## src/rtl/nserial_pkg.sv

```systemverilog
// Shared constants and state encoding for the Nintendo single-wire serial transmitter.
package nserial_pkg;

    localparam int unsigned QUARTERS = 4;
    localparam int unsigned ZERO_LOW = 3;
    localparam int unsigned ONE_LOW  = 1;
    localparam int unsigned STOP_LOW = 2;

    typedef enum logic [1:0] {
        S_IDLE,
        S_BIT,
        S_STOP
    } state_t;

    localparam logic IDLE_LEVEL = 1'b1;

endpackage

```

## src/rtl/nintendo_serial_tx_if.sv

```systemverilog
// Upstream enqueue handshake between a controller and its serial transmitter.
interface nintendo_serial_tx_if;

    logic       tx_strobe;
    logic       tx_stopbit;
    logic [7:0] tx_data;
    logic       tx_busy;
    logic       overrun;

    modport master (
        output tx_strobe,
        output tx_stopbit,
        output tx_data,
        input  tx_busy,
        input  overrun
    );

    modport slave (
        input  tx_strobe,
        input  tx_stopbit,
        input  tx_data,
        output tx_busy,
        output overrun
    );

endinterface

```

## src/rtl/nserial_bit_shaper.sv

```systemverilog
// Maps a data bit or stop flag plus quarter index onto the line level for that quarter.
module nserial_bit_shaper #(
    parameter int unsigned QUARTERS = nserial_pkg::QUARTERS,
    parameter int unsigned ZERO_LOW = nserial_pkg::ZERO_LOW,
    parameter int unsigned ONE_LOW  = nserial_pkg::ONE_LOW,
    parameter int unsigned STOP_LOW = nserial_pkg::STOP_LOW,
    localparam int unsigned QW      = (QUARTERS > 1) ? $clog2(QUARTERS) : 1
) (
    input  logic          bit_val,
    input  logic          stop,
    input  logic [QW-1:0] quarter,
    output logic          level
);

    always_comb begin
        int unsigned low_count;
        low_count = ZERO_LOW;
        if (stop) begin
            low_count = STOP_LOW;
        end else if (bit_val) begin
            low_count = ONE_LOW;
        end
        level = (32'(quarter) < low_count) ? 1'b0 : 1'b1;
    end

endmodule

```

## src/rtl/nintendo_serial_tx.sv

```systemverilog
// Double-buffered Nintendo serial transmitter: holding register, bit/quarter counters
// and a shifter FSM paced by the shared quarter-bit tick.
module nintendo_serial_tx
    import nserial_pkg::*;
#(
    parameter int unsigned QUARTERS = nserial_pkg::QUARTERS,
    parameter int unsigned ZERO_LOW = nserial_pkg::ZERO_LOW,
    parameter int unsigned ONE_LOW  = nserial_pkg::ONE_LOW,
    parameter int unsigned STOP_LOW = nserial_pkg::STOP_LOW,
    localparam int unsigned QW      = (QUARTERS > 1) ? $clog2(QUARTERS) : 1
) (
    input  logic                 clk,
    input  logic                 reset,
    input  logic                 tx_tick,
    nintendo_serial_tx_if.slave  bus,
    output logic                 tx,
    output logic                 tx_active
);

    state_t        state, state_d;
    logic [7:0]    shift, shift_d;
    logic [QW-1:0] quarter, quarter_d;
    logic [2:0]    bit_count, bit_count_d;
    logic          hold_full, hold_stop;
    logic [7:0]    hold_data;
    logic          load, end_frame, last_quarter, accept, level;

    always_comb begin
        state_d      = state;
        shift_d      = shift;
        quarter_d    = quarter;
        bit_count_d  = bit_count;
        load         = 1'b0;
        end_frame    = 1'b0;
        last_quarter = (quarter == QW'(QUARTERS - 1));
        if (tx_tick) begin
            unique case (state)
                S_IDLE: load = hold_full;
                S_BIT: begin
                    if (!last_quarter) begin
                        quarter_d = quarter + QW'(1);
                    end else if (bit_count == 3'd7) begin
                        end_frame = 1'b1;
                    end else begin
                        quarter_d   = '0;
                        bit_count_d = bit_count + 3'd1;
                        shift_d     = {shift[6:0], 1'b0};
                    end
                end
                S_STOP: begin
                    if (last_quarter) begin
                        end_frame = 1'b1;
                    end else begin
                        quarter_d = quarter + QW'(1);
                    end
                end
                default: state_d = S_IDLE;
            endcase
            if (end_frame) begin
                // Chain straight into the next entry so back-to-back frames stay gapless.
                load    = hold_full;
                state_d = S_IDLE;
            end
            if (load) begin
                state_d     = hold_stop ? S_STOP : S_BIT;
                shift_d     = hold_data;
                quarter_d   = '0;
                bit_count_d = '0;
            end
        end
    end

    // A strobe landing on the emptying clk refills the holding register, not an overrun.
    assign accept = bus.tx_strobe && (!hold_full || load);

    nserial_bit_shaper #(
        .QUARTERS (QUARTERS),
        .ZERO_LOW (ZERO_LOW),
        .ONE_LOW  (ONE_LOW),
        .STOP_LOW (STOP_LOW)
    ) u_shaper (
        .bit_val (shift_d[7]),
        .stop    (state_d == S_STOP),
        .quarter (quarter_d),
        .level   (level)
    );

    always_ff @(posedge clk or posedge reset) begin
        if (reset) begin
            state       <= S_IDLE;
            shift       <= '0;
            quarter     <= '0;
            bit_count   <= '0;
            hold_full   <= 1'b0;
            hold_stop   <= 1'b0;
            hold_data   <= '0;
            bus.overrun <= 1'b0;
            tx          <= IDLE_LEVEL;
        end else begin
            state       <= state_d;
            shift       <= shift_d;
            quarter     <= quarter_d;
            bit_count   <= bit_count_d;
            hold_full   <= accept | (hold_full & ~load);
            bus.overrun <= bus.tx_strobe & hold_full & ~load;
            tx          <= (state_d == S_IDLE) ? IDLE_LEVEL : level;
            if (accept) begin
                hold_data <= bus.tx_data;
                hold_stop <= bus.tx_stopbit;
            end
        end
    end

    assign bus.tx_busy = hold_full;
    assign tx_active   = hold_full | (state != S_IDLE);

endmodule

```

## src/flat_wrapper.sv

```systemverilog
// flat-port wrapper written by rule: the top's interface ports become plain ports
module nintendo_serial_tx_flat import nserial_pkg::*;
#(
    parameter int unsigned QUARTERS = nserial_pkg::QUARTERS,
    parameter int unsigned ZERO_LOW = nserial_pkg::ZERO_LOW,
    parameter int unsigned ONE_LOW  = nserial_pkg::ONE_LOW,
    parameter int unsigned STOP_LOW = nserial_pkg::STOP_LOW,
    localparam int unsigned QW      = (QUARTERS > 1) ? $clog2(QUARTERS) : 1
)
  (clk, reset, tx_tick, tx, tx_active, bus_tx_strobe, bus_tx_stopbit, bus_tx_data, bus_tx_busy, bus_overrun);
  nintendo_serial_tx_if bus_i ();
  input  logic clk;
  input  logic reset;
  input  logic tx_tick;
  output logic tx;
  output logic tx_active;
  input wire logic [$bits(bus_i.tx_strobe)-1:0] bus_tx_strobe;
  input wire logic [$bits(bus_i.tx_stopbit)-1:0] bus_tx_stopbit;
  input wire logic [$bits(bus_i.tx_data)-1:0] bus_tx_data;
  output wire logic [$bits(bus_i.tx_busy)-1:0] bus_tx_busy;
  output wire logic [$bits(bus_i.overrun)-1:0] bus_overrun;
  assign bus_i.tx_strobe = bus_tx_strobe;
  assign bus_i.tx_stopbit = bus_tx_stopbit;
  assign bus_i.tx_data = bus_tx_data;
  assign bus_tx_busy = bus_i.tx_busy;
  assign bus_overrun = bus_i.overrun;
  nintendo_serial_tx #(.QUARTERS(QUARTERS), .ZERO_LOW(ZERO_LOW), .ONE_LOW(ONE_LOW), .STOP_LOW(STOP_LOW)) u_core (.clk(clk), .reset(reset), .tx_tick(tx_tick), .bus(bus_i), .tx(tx), .tx_active(tx_active));
endmodule
```

## config.mk

```make
export PLATFORM = sky130hd
export DESIGN_NAME = nintendo_serial_tx_flat
export DESIGN_NICKNAME = d
export VERILOG_FILES = /design/src/rtl/nserial_pkg.sv /design/src/rtl/nintendo_serial_tx_if.sv /design/src/rtl/nserial_bit_shaper.sv /design/src/rtl/nintendo_serial_tx.sv /design/src/flat_wrapper.sv
export SDC_FILE = /design/constraint.sdc
export NUM_CORES = 1
export LEC_CHECK = 0
export BUFFER_PORTS_ARGS = -buffer_cell sky130_fd_sc_hd__buf_2
export CAP_MARGIN = 15
export CORE_MARGIN = 8
export CORE_UTILIZATION = 61
export CTS_CLUSTER_SIZE = 8
export DETAILED_ROUTE_END_ITERATION = 7
export HOLD_SLACK_MARGIN = 0.05
export PLACE_DENSITY = 0.83
export REMOVE_ABC_BUFFERS = 1
export SYNTH_ARGS = -nofsm -noshare
export SYNTH_HDL_FRONTEND = slang
export SYNTH_SLANG_ARGS = --single-unit
export TNS_END_PERCENT = 10
```

## constraint.sdc

```tcl
create_clock -name clk -period 7.16 [get_ports clk]
set_clock_uncertainty 0.05 [all_clocks]
set_input_delay 0.716 -clock clk [delete_from_list [all_inputs] [get_ports clk]]
set_output_delay 0.716 -clock clk [all_outputs]
set_load 0.05 [all_outputs]
```

# Word level (Yosys, flattened, before mapping)
# Index checks and enable logic that the tools add are counted.
[totals]
wordCells = 68
reg_bits = 27
[classes]
addsub = 2
mux = 33
n_lt_le_gt_ge = 1
n_reduce_logical = 10
bitwise = 6
eq_ne = 6
[op_table]
columns = ["op", "n"]
rows = [
  ["two-way mux 8 bit", 5],
  ["two-way mux 2 bit", 12],
  ["two-way mux 3 bit", 4],
  ["two-way mux 1 bit", 10],
  ["equality test 2 bit, second input constant", 3],
  ["nonzero test 2 bit", 3],
  ["logical NOT 2 bit", 2],
  ["case mux 2 bit (2 select lines)", 1],
  ["AND reduction 4 bit", 1],
  ["adder 3 x 1 -> 3 bit, second input constant", 1],
  ["bitwise AND 1 bit", 3],
  ["equality test 3 bit, second input constant", 1],
  ["OR reduction 3 bit", 1],
  ["adder 2 x 1 -> 2 bit, second input constant", 1],
  ["equality test 2 x 1 -> 1 bit, second input constant", 1],
  ["< comparator 2 bit", 1],
  ["inequality test 2 bit, second input constant", 1],
  ["bitwise OR 1 bit", 2],
  ["case mux 1 bit (2 select lines)", 1],
  ["logical AND 1 bit", 1],
  ["logical NOT 1 bit", 1],
  ["logical OR 1 bit", 1],
  ["NOT 1 bit", 1],
]

# Longest topological paths before layout
[depth]
depth_word = 14
mapped_depth = 13
ltp_nobuf = 11

# Hierarchy
# From an unflattened synthesis, not the netlist that was laid out.
[unflattened]
hier_cells = 125
hier_area_um2 = 1471.4
[modules_own_cells]
columns = ["mod", "cells_per_inst", "area_each_um2", "n_inst", "seq_area_each_um2"]
rows = [
  ["nintendo_serial_tx", 121, 1441.4, 1, 676.9],
  ["nserial_bit_shaper", 4, 30.0, 1, 0.0],
]

# Worst setup path after synthesis
# OpenSTA, ideal clock, no wires.
[synth_timing]
kind = "reg2reg"
start = "register u_core.bit_count[0]"
end = "register u_core.tx"
arrival_time_ns = 2.472
stages_incl_launch_ff = 13
slack_ns = 4.557
path_buffers = 1
setup_ns = 0.081
cell_sequence = "dfrtp_1 > ha_1 > ha_1 > a211o_1 > nand3_1 > buf_4 > nand2_1 > o22ai_1 > a211oi_2 > ha_1 > inv_1 > a211o_2 > o2111ai_2"
[synth_via]
elab_chain_cells = 14
[synth_lines]
columns = ["element", "line", "source"]
rows = [
  ["start: declaration", "nintendo_serial_tx.sv:23", "logic [2:0] bit_count, bit_count_d;"],
  ["start signal: assignment", "nintendo_serial_tx.sv:103", "bit_count <= bit_count_d;"],
  ["equality test 3 bit (*)", "nintendo_serial_tx.sv:42", "end else if (bit_count == 3'd7) begin"],
  ["two-way mux 1 bit", "nintendo_serial_tx.sv:42", ""],
  ["two-way mux 1 bit", "nintendo_serial_tx.sv:40", "if (!last_quarter) begin"],
  ["case mux 1 bit (2 select lines)", "nintendo_serial_tx.sv:37", "unique case (state)"],
  ["two-way mux 1 bit", "nintendo_serial_tx.sv:36", "if (tx_tick) begin"],
  ["two-way mux 1 bit", "nintendo_serial_tx.sv:59", "if (end_frame) begin"],
  ["two-way mux 1 bit", "nintendo_serial_tx.sv:36", ""],
  ["two-way mux 2 bit / two-way mux 8 bit (equally long branches)", "nintendo_serial_tx.sv:64", "if (load) begin"],
  ["two-way mux 2 bit / two-way mux 8 bit (equally long branches)", "nintendo_serial_tx.sv:36", ""],
  ["equality test 2 bit / two-way mux 2 bit (equally long branches)", "nintendo_serial_tx.sv:83, nserial_bit_shaper.sv:20", ""],
  ["two-way mux 2 bit", "nserial_bit_shaper.sv:18", "if (stop) begin"],
  ["< comparator 2 bit", "nserial_bit_shaper.sv:23", "level = (32'(quarter) < low_count) ? 1'b0 : 1'b1;"],
  ["two-way mux 1 bit", "nserial_bit_shaper.sv:23", ""],
  ["two-way mux 1 bit (*)", "nintendo_serial_tx.sv:106", "tx <= (state_d == S_IDLE) ? IDLE_LEVEL : level;"],
  ["end signal: assignment", "nintendo_serial_tx.sv:106", ""],
  ["end: declaration", "nintendo_serial_tx.sv:16", "output logic tx,"],
]
# Every way passes the cells marked *; elsewhere a longest branch is shown, timed or not. The select of a mux whose other input is x is not followed.
# A chain may end at the register's enable or synchronous reset.

# Worst setup path in the final report
# Same ends and word-level chain as after synthesis.

==> summary.txt <==
CTS
  – Worst-Skew Late Latency: 0.31 ns
  – Post-CTS Setup Repair Bufs: 0
  – CTS sink count: 27
  – TritonCTS buffer count: 3
  – Hold buffers post-CTS: 0
  – Root buffer selected by CTS: clkbuf_4
  – Clock edge transition at the registers on the reported setup and hold paths: 0.14 ns
  – CTS Buffer Depth: 2
  – Htree depth: 1
  – Post-cts repair resize count: 0
  – TritonCTS clock tree: done

Global route
  – First-pass GRT wire length: 4800 µm
  – Total Routing Usage GR: 14.4%
  – Largest net degree at the start of global routing: 28
  – Vias in the first global route: 1071
  – GR Overflow Total: 0
  – Initial antenna violation count: 0

Critical path
  – FF-to-FF path depth: 11
  – Critical path class: register to register
  – Crit path DAT: 3.24 ns
  – Worst R2R Start: u_core.bit_count[0]$_DFFE_PP0P_
  – Worst Setup End Kind: register
  – Critical-path maximum fanout: 11
  – Crit path required time: 7.36 ns
  – Crit path launch: u_core.bit_count[0]$_DFFE_PP0P_
  – Startpoint types: register

Cells and area
  – Share of layout cells above drive strength 1: 25.9%
  – Ant diodes: 0
  – Post-Route Utilization: 68.9%
  – Area added between synthesis and finish: 7.88%
  – Final nets: 170
  – Fillers: 175

Synth
  – Synth Register Bits: 27
  – Yosys cell types: 41
  – Area contributors post-synth: dfrtp_1 46%, ha_1 8.0%, mux2_2 7.2%, a21oi_1 3.5%, o22ai_1 3.1%
  – Ys Warns: 0
  – Post-synth ARST share: 100%
  – Number of flops mapped to enable cells by yosys: 0
  – Mapped cell area: 0.00141 mm²
  – Register area share after synthesis: 47.9%
  – Main synth FF type: dfrtp_1
  – Area leader, netlist: dfrtp_1
  – Commonest cells post-synth: 26 x dfrtp_1, 10 x a21oi_1, 10 x nand2_1
  – Cell with the most instances after synthesis: dfrtp_1
  – Area fraction of the dominant cell type after synthesis: 46.0%
  – Avg Synthesized Cell Area: 10.7 µm²
  – Post-Synthesis Cells: 132

Power
  – Pwr/cell area: 368 mW/mm²
  – Lkg Pwr: 0.703 nW
  – Tot Pwr: 562 µW
  – Peak supply drop: 235 µV

Route
  – Drt wl/cell: 16.0 µm
  – Initial DRC Count: 47
  – Drt first pass iters: 4
  – Vias after detailed routing: 1062
  – DRC viols: 0
  – Drt via density: 6.07
  – Routed wire length: 2790 µm
  – Antenna viol nets, final: 0

Placement
  – Port bufs: 16
  – Routability Congestion: 0.909
  – Final HPWL DP: 2100 µm
  – Placement Setup Slack: 4.23 ns

Flow run
  – Max_cap viols: 0

Timing
  – Fmax: 328 MHz
  – Final hold viol count: 0
  – Final WS setup: 4.12 ns
  – Tmin final: 3.04 ns
  – RSZ-0062 raised after global routing: no
  – Tcrit/Tclk final: 42.5%
  – Final TNS setup: 0 ns
  – Max-slew headroom: 34.6%
  – Final setup violation count: 0
  – Final hold slack: 0.467 ns
  – Final Max Slew Viols: 0
  – Worst Max-Slew Pin Slew: 0.981 ns

Floorplanning
  – Core footprint: 0.00221 mm²
  – Die area: 0.00411 mm²
  – FP Rows: 17
  – Starting density of the core: 63.9%
  – Chip width: 64.1 µm
  – Die H: 64.1 µm
  – I/O pins: 17

Hold path
  – Hold path startpoint: u_core.bit_count[2]$_DFFE_PP0P_
  – Tightest Hold Check Type: register to register
  – Hold path cells: 1

Outcome
  – Status: complete, no violations
[flip-flops by register name (all words and copies together) (netlist names)]
name / flops
u_core.quarter: 2
u_core.bit_count: 3
u_core.hold_data: 8
u_core.state: 2
u_core.bus.overrun: 1
u_core.hold_stop: 1
u_core.tx: 1
u_core.bus.tx_busy: 1
u_core.shift: 8
[critical path, cell delays in order, from the launching register on]
cell	delay (ns)
dfrtp_1	0.43
ha_1	0.21
ha_1	0.25
a211o_1	0.31
nand3_1	0.33
nand2_1	0.29
o22ai_1	0.28
a211oi_2	0.11
ha_1	0.32
inv_1	0.05
a211o_2	0.27
o2111ai_2	0.08
[layout make-up]
class / count / area, µm² / area share [%]
repair buffers: 16 / 80.1 / 5.25
clock buffers: 3 / 22.5 / 1.48
clock inverters: 1 / 5.00 / 0.328
flip-flops and latches: 27 / 677 / 44.4
well taps: 28 / 35.0 / 2.30
inverters: 9 / 33.8 / 2.21
multi-input cells: 91 / 672 / 44.1
[final timing paths]
kind,endpoint,slack (ns)
setup / recovery,u_core.tx$_DFF_PP1_,4.12
hold / removal,u_core.bit_count[2]$_DFFE_PP0P_,0.47
setup reg to reg,u_core.tx$_DFF_PP1_,4.12
hold reg to reg,u_core.bit_count[2]$_DFFE_PP0P_,0.47
max in group asynchronous,u_core.hold_data[0]$_DFFE_PP0P_,5.92
min in group asynchronous,u_core.quarter[1]$_DFF_PP0_,0.55
[through the flow]
step           cells  area [µm²]
6_report         175        1530
5_1_grt          175        1530
3_5_place_dp     171        1500
2_1_floorplan    127        1380
3_3_place_gp     171        1500
4_1_cts          175        1530
[cell families after synthesis]
| logic type | Yosys count | share of synthesized area (%) |
|---|---|---|
| DFF | 27 | 47.9 |
| AOI/OAI and AO/OA | 41 | 21.3 |
| adders and majority gates | 9 | 7.96 |
| muxes | 9 | 7.17 |
| and+or+nand+nor | 32 | 11.1 |
| buffers and inverters | 14 | 4.60 |
[routing by layer]
metal	routed length (µm)	global-route usage, %	share of wire [%]
met5	0	0	0
met4	17	5.72	0.61
met3	114	3.31	4.1
met2	1490	25.1	53
met1	1170	16.8	42
[power by group]
| part | switching, mW | internal (mW) |
|---|---|---|
| registers | 0.0408 | 0.218 |
| clock network | 0.0423 | 0.0209 |
| logic | 0.137 | 0.103 |
[cells in the final DEF, fill, tap and decap left out, types with 2 or more instances in the layout]
master    Yosys  final
nor2_1        9      9
mux2_2        9      9
clkbuf_4      0      3
a21oi_1      10     10
inv_1         9      9
o21ai_0       4      4
nand2b_1      2      2
dfrtp_1      26     26
nand2_1      10     10
o22ai_1       7      7
ha_1          9      9
nand3_1       3      3
a32o_1        3      3
o221ai_1      2      2
buf_2         1     16
(Power assumes the default switching activity.)
